===== config.mk =====
export PLATFORM = sky130hd
export DESIGN_NAME = div_iter_flat
export DESIGN_NICKNAME = d
export VERILOG_FILES = /design/src/rtl/div_iter_if.sv /design/src/rtl/div_iter.sv /design/src/flat_wrapper.sv
export SDC_FILE = /design/constraint.sdc
export NUM_CORES = 1
export LEC_CHECK = 0
export ABC_CLOCK_PERIOD_IN_PS = 6100
export BUFFER_PORTS_ARGS = -buffer_cell sky130_fd_sc_hd__buf_4
export CORE_MARGIN = 2
export CORE_UTILIZATION = 30
export CTS_BUF_LIST = sky130_fd_sc_hd__clkbuf_8
export DETAILED_ROUTE_END_ITERATION = 10
export SYNTH_ARGS = -nofsm -noshare
export SYNTH_HDL_FRONTEND = slang
export SYNTH_SLANG_ARGS = --single-unit

===== constraint.sdc =====
create_clock -name clk -period 6.1 [get_ports clk]
set_clock_uncertainty 0.1 [all_clocks]
set_input_delay 1.525 -clock clk [delete_from_list [all_inputs] [get_ports clk]]
set_output_delay 1.525 -clock clk [all_outputs]
set_load 0.05 [all_outputs]

===== src/rtl/div_iter_if.sv =====
// Start/ready handshake and operand/result bus for the iterative divider.
interface div_iter_if #(
   parameter int DATAWIDTH = 32
);
   logic                 start;
   logic                 cancel;
   logic                 signed_op;
   logic [DATAWIDTH-1:0] dividend;
   logic [DATAWIDTH-1:0] divisor;
   logic                 ready;
   logic [DATAWIDTH-1:0] quotient;
   logic [DATAWIDTH-1:0] remainder;
   logic                 vld_out;
   logic                 div_by_zero;

   modport master (
      output start, cancel, signed_op, dividend, divisor,
      input  ready, quotient, remainder, vld_out, div_by_zero
   );

   modport slave (
      input  start, cancel, signed_op, dividend, divisor,
      output ready, quotient, remainder, vld_out, div_by_zero
   );
endinterface


===== src/rtl/div_iter.sv =====
// Restoring divider retiring one quotient bit per clock; signed mode divides
// magnitudes and re-applies signs in FIX (truncating, remainder follows dividend).
module div_iter #(
   parameter int DATAWIDTH = 32
) (
   input logic      clk,
   input logic      rst,
   div_iter_if.slave bus
);
   localparam int CW = $clog2(DATAWIDTH);
   localparam logic [CW-1:0] LAST = CW'(DATAWIDTH - 1);

   typedef enum logic [1:0] {IDLE, CALC, FIX, DONE} state_t;

   state_t               state, state_nxt;
   logic [CW-1:0]        count;
   logic [DATAWIDTH:0]   p_acc;
   logic [DATAWIDTH-1:0] a_reg;
   logic [DATAWIDTH-1:0] b_reg;
   logic                 neg_q, neg_r;
   logic [DATAWIDTH-1:0] q_reg, r_reg;
   logic                 dbz_reg;

   logic                 accept, div_zero, last;
   logic [DATAWIDTH:0]   p_shift, p_diff;
   logic                 q_bit;
   logic [DATAWIDTH-1:0] dvd_mag, dvs_mag;

   always_comb begin
      accept   = (state == IDLE) && bus.start;
      div_zero = (bus.divisor == '0);
      last     = (count == LAST);
      // a_reg shifts out dividend bits MSB first and collects quotient bits at the LSB
      p_shift  = {p_acc[DATAWIDTH-1:0], a_reg[DATAWIDTH-1]};
      p_diff   = p_shift - {1'b0, b_reg};
      q_bit    = (p_shift >= {1'b0, b_reg});
      dvd_mag  = (bus.signed_op && bus.dividend[DATAWIDTH-1]) ? -bus.dividend : bus.dividend;
      dvs_mag  = (bus.signed_op && bus.divisor[DATAWIDTH-1])  ? -bus.divisor  : bus.divisor;
   end

   always_ff @(posedge clk or posedge rst) begin
      if (rst) state <= IDLE;
      else     state <= state_nxt;
   end

   always_comb begin
      state_nxt = state;
      case (state)
         IDLE: if (accept) state_nxt = div_zero ? DONE : CALC;
         CALC: begin
            if (bus.cancel)  state_nxt = IDLE;
            else if (last)   state_nxt = FIX;
         end
         FIX:  state_nxt = bus.cancel ? IDLE : DONE;
         DONE: state_nxt = IDLE;
         default: state_nxt = IDLE;
      endcase
   end

   always_ff @(posedge clk or posedge rst) begin
      if (rst) begin
         count   <= '0;
         p_acc   <= '0;
         a_reg   <= '0;
         b_reg   <= '0;
         neg_q   <= 1'b0;
         neg_r   <= 1'b0;
         q_reg   <= '0;
         r_reg   <= '0;
         dbz_reg <= 1'b0;
      end else begin
         case (state)
            IDLE: begin
               if (accept) begin
                  if (div_zero) begin
                     q_reg   <= '1;
                     r_reg   <= bus.dividend;
                     dbz_reg <= 1'b1;
                  end else begin
                     a_reg <= dvd_mag;
                     b_reg <= dvs_mag;
                     p_acc <= '0;
                     count <= '0;
                     neg_q <= bus.signed_op & (bus.dividend[DATAWIDTH-1] ^ bus.divisor[DATAWIDTH-1]);
                     neg_r <= bus.signed_op & bus.dividend[DATAWIDTH-1];
                  end
               end
            end
            CALC: begin
               if (!bus.cancel) begin
                  p_acc <= q_bit ? p_diff : p_shift;
                  a_reg <= {a_reg[DATAWIDTH-2:0], q_bit};
                  if (!last) count <= count + 1'b1;
               end
            end
            FIX: begin
               if (!bus.cancel) begin
                  q_reg   <= neg_q ? -a_reg : a_reg;
                  r_reg   <= neg_r ? -p_acc[DATAWIDTH-1:0] : p_acc[DATAWIDTH-1:0];
                  dbz_reg <= 1'b0;
               end
            end
            default: ;
         endcase
      end
   end

   assign bus.ready       = (state == IDLE);
   assign bus.vld_out     = (state == DONE);
   assign bus.quotient    = q_reg;
   assign bus.remainder   = r_reg;
   assign bus.div_by_zero = dbz_reg;
endmodule


===== src/flat_wrapper.sv =====
// flat-port wrapper written by rule: the top's interface ports become plain ports
module div_iter_flat 
#(
   parameter int DATAWIDTH = 32
)
  (clk, rst, bus_start, bus_cancel, bus_signed_op, bus_dividend, bus_divisor, bus_ready, bus_quotient, bus_remainder, bus_vld_out, bus_div_by_zero);
  div_iter_if #(.DATAWIDTH(DATAWIDTH)) bus_i ();
  input logic clk;
  input logic rst;
  input wire logic [$bits(bus_i.start)-1:0] bus_start;
  input wire logic [$bits(bus_i.cancel)-1:0] bus_cancel;
  input wire logic [$bits(bus_i.signed_op)-1:0] bus_signed_op;
  input wire logic [$bits(bus_i.dividend)-1:0] bus_dividend;
  input wire logic [$bits(bus_i.divisor)-1:0] bus_divisor;
  output wire logic [$bits(bus_i.ready)-1:0] bus_ready;
  output wire logic [$bits(bus_i.quotient)-1:0] bus_quotient;
  output wire logic [$bits(bus_i.remainder)-1:0] bus_remainder;
  output wire logic [$bits(bus_i.vld_out)-1:0] bus_vld_out;
  output wire logic [$bits(bus_i.div_by_zero)-1:0] bus_div_by_zero;
  assign bus_i.start = bus_start;
  assign bus_i.cancel = bus_cancel;
  assign bus_i.signed_op = bus_signed_op;
  assign bus_i.dividend = bus_dividend;
  assign bus_i.divisor = bus_divisor;
  assign bus_ready = bus_i.ready;
  assign bus_quotient = bus_i.quotient;
  assign bus_remainder = bus_i.remainder;
  assign bus_vld_out = bus_i.vld_out;
  assign bus_div_by_zero = bus_i.div_by_zero;
  div_iter #(.DATAWIDTH(DATAWIDTH)) u_core (.clk(clk), .rst(rst), .bus(bus_i));
endmodule

* Yosys cells after proc, flatten, opt, wreduce, memory -nomap -nowiden *
Cells that the tools add are included.

word-level totals
  logic and storage cells = 80
  register bits = 170

operators by class
  order comparisons = 1
  add/sub/neg operators = 6
  mux-type cells = 36
  equal/unequal tests = 11
  reductions and logical operators = 12
  bitwise operators = 4

operators with widths
  kind                 number
  $mux 32              17
  $pmux 32 s2          4
  $neg 32->32          4
  $ge 33x32->1         1
  $logic_not 32->1     1
  $sub 32x32->32       1
  $mux 5               4
  $mux 2               5
  $pmux 5 s2           1
  $ne 2x2->1 const B   4
  $pmux 2 s4           1
  $reduce_and 4->1     2
  $add 5x1->5 const B  1
  $eq 5x5->1 const B   1
  $reduce_and 5->1     1
  $eq 2x2->1 const B   2
  $ne 2x1->1 const B   2
  $reduce_bool 2->1    2
  $logic_and 1x1->1    3
  $mux 1               3
  $ne 3x2->1 const B   1
  $reduce_and 3->1     1
  $and 1x1->1          2
  $eq 2x1->1 const B   1
  other kinds (5)      5

* Depth between registers and ports, before layout *
  depth after elaboration = 5
  depth in mapped cells = 14

* Worst setup path after synthesis *
Ideal clock, no wire load.

  kind = input to register
  start = input bus_divisor[4]
  end = register u_core.r_reg[1] (netlist: u_core.bus.remainder[1])
  cell stages on the path = 8
  library setup time = 0.087 ns
  setup slack = 2.188 ns
  buffers on the path = 1
  arrival = 3.725 ns
  cell sequence = or3_1 nor3b_1 nor3b_1 nand4_1 a21oi_1 clkbuf_1 nand3_1 o211ai_1

on the way
  cells in the longest elaborated chain, start to end = 3

RTL lines
  element                     line                source
  from (decl)                 flat_wrapper.sv:14  input wire logic [$bits(bus_i.divisor)-1:0] bus_divisor;
  $logic_not 32->1            div_iter.sv:31      div_zero = (bus.divisor == '0);
  $ne 2x1->1 (no line)        -
  $reduce_and 4->1 (no line)  -
  to (signal assigned)        div_iter.sv:77      r_reg <= bus.dividend;
  to (signal assigned)        div_iter.sv:99      r_reg <= neg_r ? -p_acc[DATAWIDTH-1:0] : p_acc[DATAWIDTH-1:0];
  to (decl)                   div_iter.sv:21      logic [DATAWIDTH-1:0] q_reg, r_reg;

Every way passes these cells.
A chain may end at the register's enable or synchronous reset.

* Worst setup path in the final report *
  start = input bus_divisor[4]
  end = register u_core.r_reg[0] (netlist: u_core.bus.remainder[0])

Same word-level chain as after synthesis.

==> impl_metrics.ini <==
[synthesis]
synthDominantCellAreaShare_pct = 38.1
netlist_instances = 1377
synthDistinctLibCells = 55
ys_async_sr_fraction_pct = 100
syn_area_per_cell_um2 = 8.10
synth-edff-count = 0
synth_top_cells_by_count = a21oi_1, dfrtp_1, nor2_1
yosysTopAreaCell = dfrtp_1
synth_warnings = 0
yosysSeqAreaShare_pct = 38.1
dominantRegCellSynth = dfrtp_1
synthMostInstantiatedCell = a21oi_1
post_synth_instance_area_um2 = 11200
synth.top_cells.by_area = dfrtp_1, a21oi_1, xor2_1, o21ai_0, nor2_1
ys_seq_elements = 170
synth_nets = 1485

[timing]
finalMaxSlewViolations = 0
rsz0062_at_grt = false
worst_pin_slew_ns = 1.06
period_minus_slack_ns = 4.48
report.final.hold_viol_count = 0
fmaxAchievable_mhz = 223
final-setup-viol-count = 0
slew-limit-headroom_pct = 29.6
final_min_period_over_clock_period_pct = 73.5
fin_setup_tns_ns = 0

[grt]
grt_pass1_vias = 9220
grt_pass1_wl_mm = 50.3
gr-total-overflow = 0
globalRouteTotalUtil_pct = 16.3
grt_max_degree = 143
number_of_antenna_violations_at_the_first_check_in_global_routing = 2

[place]
io_buffer_count = 135
globalplace.congestion = 0.831
hpwlAfterDp_mm = 23.6

[power]
total_power_w = 0.00613
power_density_nw_per_um2 = 470
share_seq_of_total_power_pct = 32.3
p_int_w = 0.00306
comb_power_share_pct = 54.1
ir_worst_vdd_uv = 218
leakage_nw = 5.71
power.net_switching_w = 0.00307
power_switching_share_pct = 50.0
clock_power_share_pct = 13.6

[route]
routed-via-count = 9756
route.final.wire_length_mm = 31.0
count_of_unresolved_drc_violations_after_routing = 0
dr.first_iter.drc_count = 479
ant_nets = 0
viasPerCell = 4.98
firstDrtPassIters = 5
avgRoutedWirePerCell_um = 15.8

[setup_path]
crit_path_max_incr_delay_ns = 0.60
cp-startpoint = bus_divisor[4]
reg2reg_depth = 14
worst_ep_required_time_ns = 6.40
cp_data_arrival_time_ns = 4.78
critPathCapture = u_core.bus.remainder[0]
timing.critical_path.from_type = primary input
regToRegStartpoint = u_core.a_reg[31]
crit_fanout = 27
worst-setup-path-type = primary input to flop
timing.critical_path.to_type = flop
worst_path_most_repeated_cell = a21oi_1
cp_slowest_cell = a21o_1
r2r_end = u_core.p_acc[30]
critical_path_cell_sequence = buf_4, or3_1, nor3b_1, nor3b_1, nand4_1, a21o_1, buf_4, a21oi_1, a21oi_1, a21oi_1
reg2reg_slack_ns = 2.06

[clock_tree]
worst_setup_hold_path_clk_slew_ns = 0.09
worst_skew_pair.late_latency_ns = 0.48
post_cts.resized_instances = 0
cts_post_setup_buffers_inserted = 0
hold_buffers = 0
clk_sinks = 170
cts_inserted_buffers = 17
cts-htree-levels = 4
cts_max_path_buffers = 2
cts_tree = built
root_buffer = clkbuf_8

[floorplanning]
floorplan.initialDensity_pct = 30.5
row_count = 70
design.core.area_um2 = 36600
die_height_um = 197
die_area_um2 = 38700
number_of_top_level_design_ports = 136
dieWidth_um = 197

[finish]
drive_gt1_share_pct = 13.3
nets = 1587
area.growth.synth_to_final_pct = 17.1

[min_path]
timing.hold.worst.class = flop to flop

[status]
status = finished clean

[flow_run]
max-cap-violations = 0
-- logic make-up after synthesis --
group / Yosys count / synth area share, %
AOI/OAI and AO/OA: 434 / 22.4
DFF: 170 / 38.1
xor gates and xnor gates: 146 / 11.5
and+or+nand+nor: 443 / 17.8
buffers and inverters: 130 / 4.44
adders and majority gates: 39 / 4.44
muxes: 15 / 1.35
-- power by group through the flow --
stage | logic (W) | registers [W] | clock network [W]
after CTS | 0.00335 | 0.00198 | 0.000858
final | 0.00332 | 0.00198 | 0.000837
after global placement | 0.00330 | 0.00199 | 0
after detailed placement | 0.00334 | 0.00200 | 0
after floorplan | 0.00190 | 0.00248 | 0
after global routing | 0.00369 | 0.00204 | 0.000906
-- area by class of cell --
type                            instances  area, µm²
Sequential cell                       170       4250
Clock inverter                         14        158
Multi-Input combinational cell       1077       6450
Timing Repair Buffer                  148       1120
Inverter                               65        248
Fill cell                            3831      23600
Antenna cell                            2       5.00
Tap cell                              468        586
Clock buffer                           17        234
-- cell usage in the layout (no fill, tap or decap), types with 10 or more instances in the layout --
| cell type | synthesis | layout |
|---|---|---|
| a21o_1 | 20 | 20 |
| a21oi_1 | 173 | 171 |
| a31oi_1 | 12 | 11 |
| and2_1 | 10 | 10 |
| buf_4 | 0 | 147 |
| clkbuf_8 | 0 | 17 |
| dfrtp_1 | 170 | 170 |
| ha_1 | 38 | 38 |
| inv_1 | 65 | 65 |
| mux2i_1 | 15 | 15 |
| nand2_1 | 159 | 159 |
| nand3_1 | 12 | 11 |
| nor2_1 | 160 | 159 |
| nor3_1 | 22 | 22 |
| o21ai_0 | 145 | 145 |
| o31ai_1 | 23 | 23 |
| o41ai_1 | 14 | 14 |
| or3_1 | 18 | 18 |
| xnor2_1 | 62 | 62 |
| xor2_1 | 84 | 84 |
-- layer usage --
layer	up-vias	GRT usage, %	routed length (µm)
li1	4998	-	-
met1	4526	23.4	15300
met2	205	25.2	13900
met3	27	1.83	1160
met4	0	5.85	580
met5	-	0	0
-- metrics by stage --
| step | utilization, % | hold slack (ns) | std cells | area (µm²) | worst slack, ns |
|---|---|---|---|---|---|
| floorplan | - | 0.344 | 1377 | 11200 | 2.19 |
| global route | 35.7 | 0.415 | 1961 | 13100 | 1.38 |
| CTS | 35.7 | 0.393 | 1959 | 13100 | 1.63 |
| finish | 35.7 | 0.386 | 1961 | 13100 | 1.62 |
| global placement | 34.6 | 0.364 | 1928 | 12700 | 1.20 |
| detailed placement | 34.6 | 0.371 | 1928 | 12700 | 1.15 |
-- worst min path at each step --
stage	start	end	slack (ns)	depth (start not counted)
after detailed placement	u_core.b_reg[25]	u_core.b_reg[25]	0.37	2
after global placement	u_core.b_reg[19]	u_core.b_reg[19]	0.36	2
after CTS	u_core.b_reg[21]	u_core.b_reg[21]	0.39	2
final	u_core.b_reg[21]	u_core.b_reg[21]	0.39	2
after global routing	u_core.b_reg[17]	u_core.b_reg[17]	0.42	2
after floorplan	u_core.count[4]	u_core.count[4]	0.34	2
-- worst max-delay path: cells and delay by family --
family	cells	cell delay [ns]
and+or+nand+nor	4	1.86
AOI/OAI and AO/OA	4	0.92
buffers and inverters	2	0.45
(Power assumes the default switching activity.)
